`src/rtl/meter_pwm_array_if.sv`:
```
// Calibration write bus for the meter PWM array: one strobe, channel, select, data.
interface meter_pwm_array_if;
    logic        cfg_we;
    logic [2:0]  cfg_ch;
    logic        cfg_sel;
    logic [15:0] cfg_data;

    // Producer of calibration writes
    modport master (
        output cfg_we,
        output cfg_ch,
        output cfg_sel,
        output cfg_data
    );

    // Consumer of calibration writes
    modport slave (
        input cfg_we,
        input cfg_ch,
        input cfg_sel,
        input cfg_data
    );
endinterface

```
`src/rtl/meter_pwm_array.sv`:
```
// Multi-channel calibrated PWM driver for moving-coil meter needles.
// Position index -> gain/offset calibrated target -> slew-limited applied duty
// (updated only at period boundaries) -> registered glitch-free PWM output.
module meter_pwm_array #(
    parameter int unsigned CHANNELS  = 3,
    parameter int unsigned IDX_W     = 8,
    parameter int unsigned DUTY_W    = 15,
    parameter int unsigned SLEW_STEP = 64
) (
    input  logic                      clk,
    input  logic                      Rst,
    input  logic [CHANNELS-1:0]       En,
    input  logic [CHANNELS*IDX_W-1:0] idx_i,
    meter_pwm_array_if.slave          cfg,
    output logic [CHANNELS-1:0]       pwm_o,
    output logic [CHANNELS-1:0]       settled_o,
    output logic                      period_strobe_o
);

    localparam int unsigned PROD_W = IDX_W + 16;
    localparam int unsigned SUM_W  = IDX_W + 17;
    localparam logic [DUTY_W-1:0] DUTY_MAX = '1;
    localparam logic [SUM_W-1:0]  SAT      = SUM_W'(DUTY_MAX);
    localparam logic [15:0]       GAIN_ONE = 16'h0100;

    logic [DUTY_W-1:0] r_cnt;
    logic [15:0]       r_gain   [CHANNELS];
    logic [15:0]       r_offset [CHANNELS];
    logic [DUTY_W-1:0] r_tgt    [CHANNELS];
    logic [DUTY_W-1:0] r_cur    [CHANNELS];

    logic [PROD_W-1:0] w_prod   [CHANNELS];
    logic [SUM_W-1:0]  w_sum    [CHANNELS];
    logic [DUTY_W-1:0] w_tgt    [CHANNELS];
    logic [DUTY_W-1:0] w_next   [CHANNELS];
    logic              w_strobe;

    assign w_strobe = (r_cnt == DUTY_MAX);

    // Calibrated saturating target and slew-limited next duty per channel
    always_comb begin
        for (int c = 0; c < CHANNELS; c++) begin
            w_prod[c] = PROD_W'(idx_i[c*IDX_W +: IDX_W]) * PROD_W'(r_gain[c]);
            w_sum[c]  = SUM_W'(r_offset[c]) + SUM_W'(w_prod[c] >> 8);
            w_tgt[c]  = (w_sum[c] > SAT) ? DUTY_MAX : DUTY_W'(w_sum[c]);

            w_next[c] = r_tgt[c];
            if (!En[c]) begin
                w_next[c] = '0;
            end else if (r_tgt[c] > r_cur[c]) begin
                if (SLEW_STEP != 0 && 32'(r_tgt[c] - r_cur[c]) > SLEW_STEP)
                    w_next[c] = r_cur[c] + DUTY_W'(SLEW_STEP);
            end else begin
                if (SLEW_STEP != 0 && 32'(r_cur[c] - r_tgt[c]) > SLEW_STEP)
                    w_next[c] = r_cur[c] - DUTY_W'(SLEW_STEP);
            end
        end
    end

    // Shared period counter and end-of-period strobe aligned to cnt = max
    always_ff @(posedge clk) begin
        if (Rst) begin
            r_cnt           <= '0;
            period_strobe_o <= 1'b0;
        end else begin
            r_cnt           <= r_cnt + DUTY_W'(1);
            period_strobe_o <= (r_cnt == DUTY_MAX - DUTY_W'(1));
        end
    end

    // Calibration registers; writes to channels beyond CHANNELS fall through
    always_ff @(posedge clk) begin
        if (Rst) begin
            for (int c = 0; c < CHANNELS; c++) begin
                r_gain[c]   <= GAIN_ONE;
                r_offset[c] <= '0;
            end
        end else begin
            for (int c = 0; c < CHANNELS; c++) begin
                if (cfg.cfg_we && cfg.cfg_ch == 3'(c)) begin
                    if (cfg.cfg_sel) r_offset[c] <= cfg.cfg_data;
                    else             r_gain[c]   <= cfg.cfg_data;
                end
            end
        end
    end

    // Target every clock; applied duty only on the strobe cycle so it never changes mid-period
    always_ff @(posedge clk) begin
        if (Rst) begin
            for (int c = 0; c < CHANNELS; c++) begin
                r_tgt[c] <= '0;
                r_cur[c] <= '0;
            end
        end else begin
            for (int c = 0; c < CHANNELS; c++) begin
                r_tgt[c] <= w_tgt[c];
                if (w_strobe) r_cur[c] <= w_next[c];
            end
        end
    end

    // Registered PWM and settled flags; enable gates both immediately
    always_ff @(posedge clk) begin
        if (Rst) begin
            pwm_o     <= '0;
            settled_o <= '0;
        end else begin
            for (int c = 0; c < CHANNELS; c++) begin
                pwm_o[c]     <= En[c] & (r_cnt < r_cur[c]);
                settled_o[c] <= En[c] & (r_cur[c] == r_tgt[c]);
            end
        end
    end

endmodule

```
`src/flat_wrapper.sv`:
```
// flat-port wrapper written by rule: the top's interface ports become plain ports
module meter_pwm_array_flat 
#(
    parameter int unsigned CHANNELS  = 3,
    parameter int unsigned IDX_W     = 8,
    parameter int unsigned DUTY_W    = 15,
    parameter int unsigned SLEW_STEP = 64
)
  (clk, Rst, En, idx_i, pwm_o, settled_o, period_strobe_o, cfg_cfg_we, cfg_cfg_ch, cfg_cfg_sel, cfg_cfg_data);
  meter_pwm_array_if cfg_i ();
  input  logic clk;
  input  logic Rst;
  input  logic [CHANNELS-1:0] En;
  input  logic [CHANNELS*IDX_W-1:0] idx_i;
  output logic [CHANNELS-1:0] pwm_o;
  output logic [CHANNELS-1:0] settled_o;
  output logic period_strobe_o;
  input wire logic [$bits(cfg_i.cfg_we)-1:0] cfg_cfg_we;
  input wire logic [$bits(cfg_i.cfg_ch)-1:0] cfg_cfg_ch;
  input wire logic [$bits(cfg_i.cfg_sel)-1:0] cfg_cfg_sel;
  input wire logic [$bits(cfg_i.cfg_data)-1:0] cfg_cfg_data;
  assign cfg_i.cfg_we = cfg_cfg_we;
  assign cfg_i.cfg_ch = cfg_cfg_ch;
  assign cfg_i.cfg_sel = cfg_cfg_sel;
  assign cfg_i.cfg_data = cfg_cfg_data;
  meter_pwm_array #(.CHANNELS(CHANNELS), .IDX_W(IDX_W), .DUTY_W(DUTY_W), .SLEW_STEP(SLEW_STEP)) u_core (.clk(clk), .Rst(Rst), .En(En), .idx_i(idx_i), .cfg(cfg_i), .pwm_o(pwm_o), .settled_o(settled_o), .period_strobe_o(period_strobe_o));
endmodule
```
`config.mk`:
```
export PLATFORM = sky130hd
export DESIGN_NAME = meter_pwm_array_flat
export DESIGN_NICKNAME = d
export VERILOG_FILES = /design/src/rtl/meter_pwm_array_if.sv /design/src/rtl/meter_pwm_array.sv /design/src/flat_wrapper.sv
export SDC_FILE = /design/constraint.sdc
export NUM_CORES = 1
export LEC_CHECK = 0
export BUFFER_PORTS_ARGS = -buffer_cell sky130_fd_sc_hd__buf_2
export CORE_ASPECT_RATIO = 0.7
export CORE_MARGIN = 4
export CORE_UTILIZATION = 30
export DETAILED_ROUTE_END_ITERATION = 8
export PLACE_DENSITY = 0.54
export SETUP_SLACK_MARGIN = 0.2
export SYNTH_ARGS = -nofsm -noshare
export SYNTH_HDL_FRONTEND = slang
export SYNTH_SLANG_ARGS = --single-unit
export TNS_END_PERCENT = 1
```
`constraint.sdc`:
```
create_clock -name clk -period 22.6 [get_ports clk]
set_input_delay 4.52 -clock clk [delete_from_list [all_inputs] [get_ports clk]]
set_output_delay 4.52 -clock clk [all_outputs]
set_load 0.05 [all_outputs]
```
==> out/metrics.yaml <==
clock_tree:
  cts_sinks: 208
  clock-root-buffer: "clkbuf_16"
  cts_hold_buf: 0
  numCtsBuffers: 26
  clock_latency_ns: 0.55
  cts_resized: 0
  path_clk_slew_ns: 0.07
  post_cts_buffers: 0
  cts-htree-levels: 1
  tritoncts: "done"
  clk_path_buf_depth: 3
worst_setup_path:
  cp_max_fo: 16
  start_kind: "input port"
  slowest_delay_ns: 0.55
  worstSetupEndpointType: "register"
  worst_ep_arrival_time_ns: 11.28
  critPathSlowestCell: "fa_1"
  critPathKind: "input port to register"
  crit_required_ns: 22.98
  crit_top_cell: "fa_1"
power_and_ir_drop:
  p_switching_w: 0.00209
  combPwrFrac: 0.764
  clkPwrFrac: 0.104
  power_frac_seq: 0.133
  ir_worst_vdd_v: 0.000108
  power.internal_w: 0.00204
  p_per_area_nw_per_um2: 142
  swShare: 0.506
  finalPower_w: 0.00413
  leakage_nw: 13.2
placed_design:
  gp_congestion: 0.865
  pre_cts_ws_ns: 11.22
  numPortBuffers: 56
  dp_hpwl_um: 58600
grt:
  grt_antenna_before_repair: 5
  grt_pass1_vias: 20244
  grtUsageTotal: 0.156
  grt_max_degree: 41
  grt_pass1_wl_um: 117000
  grt_overflow: 0
run:
  drv_cap: 0
route:
  routed_wl_um: 73100
  dr_total_vias: 20879
  viasPerCell: 4.99
  first_pass_iters: 5
  antenna_left: 0
  routedWlPerCell_um: 17.5
  drc: 0
  initialDrtViolationCount: 1893
yosys:
  synth_ff_type: "edfxtp_1"
  syn_inst: 3002
  synthesis.area_um2: 26900
  syn_nets: 3621
  syn_avg_cell_area_um2: 8.95
  ys.warnings.count: 0
  synth_cell_types: 81
  ys_ff_latch: 208
  synth_edf_count: 141
  synthArstFlopShare: 0
  ys_seq_area_frac: 0.208
floorplan:
  rows: 91
  die_x_um: 366
  die_area_um2: 94400
  pin_count: 57
  initial_core_util: 0.304
  core_area_um2: 88500
  die_y_um: 258
finish:
  final_common_cell: "inv_1"
  final_nets: 3623
  areaGrowthSynthToFinish_pct: 8.49
  drive_gt1_frac: 0.0460
  final_cell_mix: "453 x inv_1, 314 x ha_1, 291 x and2_1, 255 x fa_1, 228 x nand2_1"
  fill_cells: 9172
  antenna_cells: 0
  fin_util: 0.329
run_status:
  status: "finished clean"
timing:
  hold_viol_final: 0
  rsz0062_at_grt: "no"
  fmaxAchievable_ghz: 0.0917
  setup_viol: 0
  setup_tns_ns: 0
  period_share: 0.482
  finalClockSkew_ns: 0.0192
  min_period_ns: 10.90
  fin_ws_ns: 11.70
  worst_slew_margin_rel: 0.248
  holdWs_ns: 0.586
  worst_slew_pin_slew_ns: 1.13
  slew_violations: 0
hold_path:
  hold_path_class: "register to register"
==> per-layer routing <==
layer	global-route usage	vias to the layer above	wire (um)
li1	-	10103	-
met1	0.250	10204	38700
met2	0.220	522	29200
met3	0.0276	50	4530
met4	0.0176	0	701
met5	0	-	0
==> cells in the mapped netlist, types with 6 or more instances <==
library cell / count / area share
a211oi_1: 21 / 0.0059
o21a_1: 31 / 0.0087
a21oi_1: 184 / 0.034
dfxtp_1: 67 / 0.050
mux2i_1: 13 / 0.0048
fa_1: 255 / 0.19
nor2b_1: 30 / 0.0070
xor2_1: 52 / 0.017
nand3_1: 67 / 0.012
nand2_1: 228 / 0.032
buf_2: 11 / 0.0020
or3_1: 25 / 0.0058
o21bai_1: 14 / 0.0039
a21boi_0: 7 / 0.0020
a31o_2: 6 / 0.0020
a211o_1: 8 / 0.0026
a21o_1: 48 / 0.013
a31oi_1: 27 / 0.0063
o31ai_1: 8 / 0.0022
a41oi_1: 10 / 0.0033
or2_2: 12 / 0.0028
a2111oi_0: 7 / 0.0023
and2_1: 291 / 0.068
edfxtp_1: 141 / 0.16
nand4_1: 24 / 0.0056
nand2b_1: 38 / 0.0089
nor4_1: 17 / 0.0040
nor2_1: 140 / 0.020
ha_1: 314 / 0.15
nor3_1: 68 / 0.013
a221oi_1: 10 / 0.0033
clkbuf_1: 72 / 0.010
o2111ai_1: 6 / 0.0020
xnor2_1: 74 / 0.024
o211ai_1: 19 / 0.0053
nor3b_1: 11 / 0.0031
and3_1: 18 / 0.0042
o21ai_0: 73 / 0.014
inv_1: 453 / 0.063
==> stage by stage <==
stage	cell area [um^2]	instances
floorplan	26900	3002
global placement	28300	4138
detailed placement	28300	4138
CTS	29100	4186
global route	29100	4186
finish	29100	4186
==> flip-flops by register name, summed over array words and instances (netlist names) <==
name / flops
u_core.r_gain: 48
u_core.r_offset: 48
u_core.period_strobe_o: 1
u_core.pwm_o: 3
u_core.settled_o: 3
u_core.r_tgt: 45
u_core.r_cnt: 15
u_core.r_cur: 45
==> final timing paths <==
check / startpoint / to / slack [ns] / cells past startpoint
worst max-delay path: idx_i[14] / u_core.r_tgt[0][21] / 11.70 / 29
worst max register to register: u_core.r_gain[0][19] / u_core.r_tgt[0][21] / 15.30 / 28
worst min register to register: u_core.r_cnt[0] / u_core.r_cnt[0] / 0.59 / 1
worst min-delay path: u_core.r_cnt[0] / u_core.r_cnt[0] / 0.59 / 1
==> final cells by class <==
type,instances,area (um^2),share of cell area
clock buffers,28,679,0.0233
clock inverters,20,188,0.00644
inverters,453,1700,0.0584
multi-input cells,2255,19200,0.660
flip-flops and latches,208,5580,0.191
well taps,1162,1450,0.0499
repair buffers,60,310,0.0106
==> worst max-delay path, delay by kind of cell <==
family	cells	cell delay [ns]
fa+ha+maj	6	2.69
compound gates	11	2.35
simple gates	6	0.70
buf+inv	4	0.61
mux	1	0.28
xor+xnor	1	0.13
==> cells by family (layout without fill, tap and decap cells) <==
family                   count (synthesis)  in the layout  share of synthesized area
AO/OA/AOI/OAI                          547            547                      0.137
XOR/XNOR                               126            126                     0.0411
adder cells (fa/ha/maj)                569            569                      0.336
buffers and inverters                  539            561                     0.0764
flip-flops                             208            208                      0.208
multiplexers                            18             18                    0.00736
AND/OR/NAND/NOR                        995            995                      0.194
==> power groups by stage <==
stage	Sequential, W	Clock [W]	Combinational, W
after detailed placement	0.000556	0	0.00312
after floorplan	0.000511	0	0.00246
after global routing	0.000554	0.000454	0.00358
after CTS	0.000548	0.000439	0.00315
after global placement	0.000559	0	0.00313
final	0.000548	0.000428	0.00315
(Power assumes the default switching activity.)
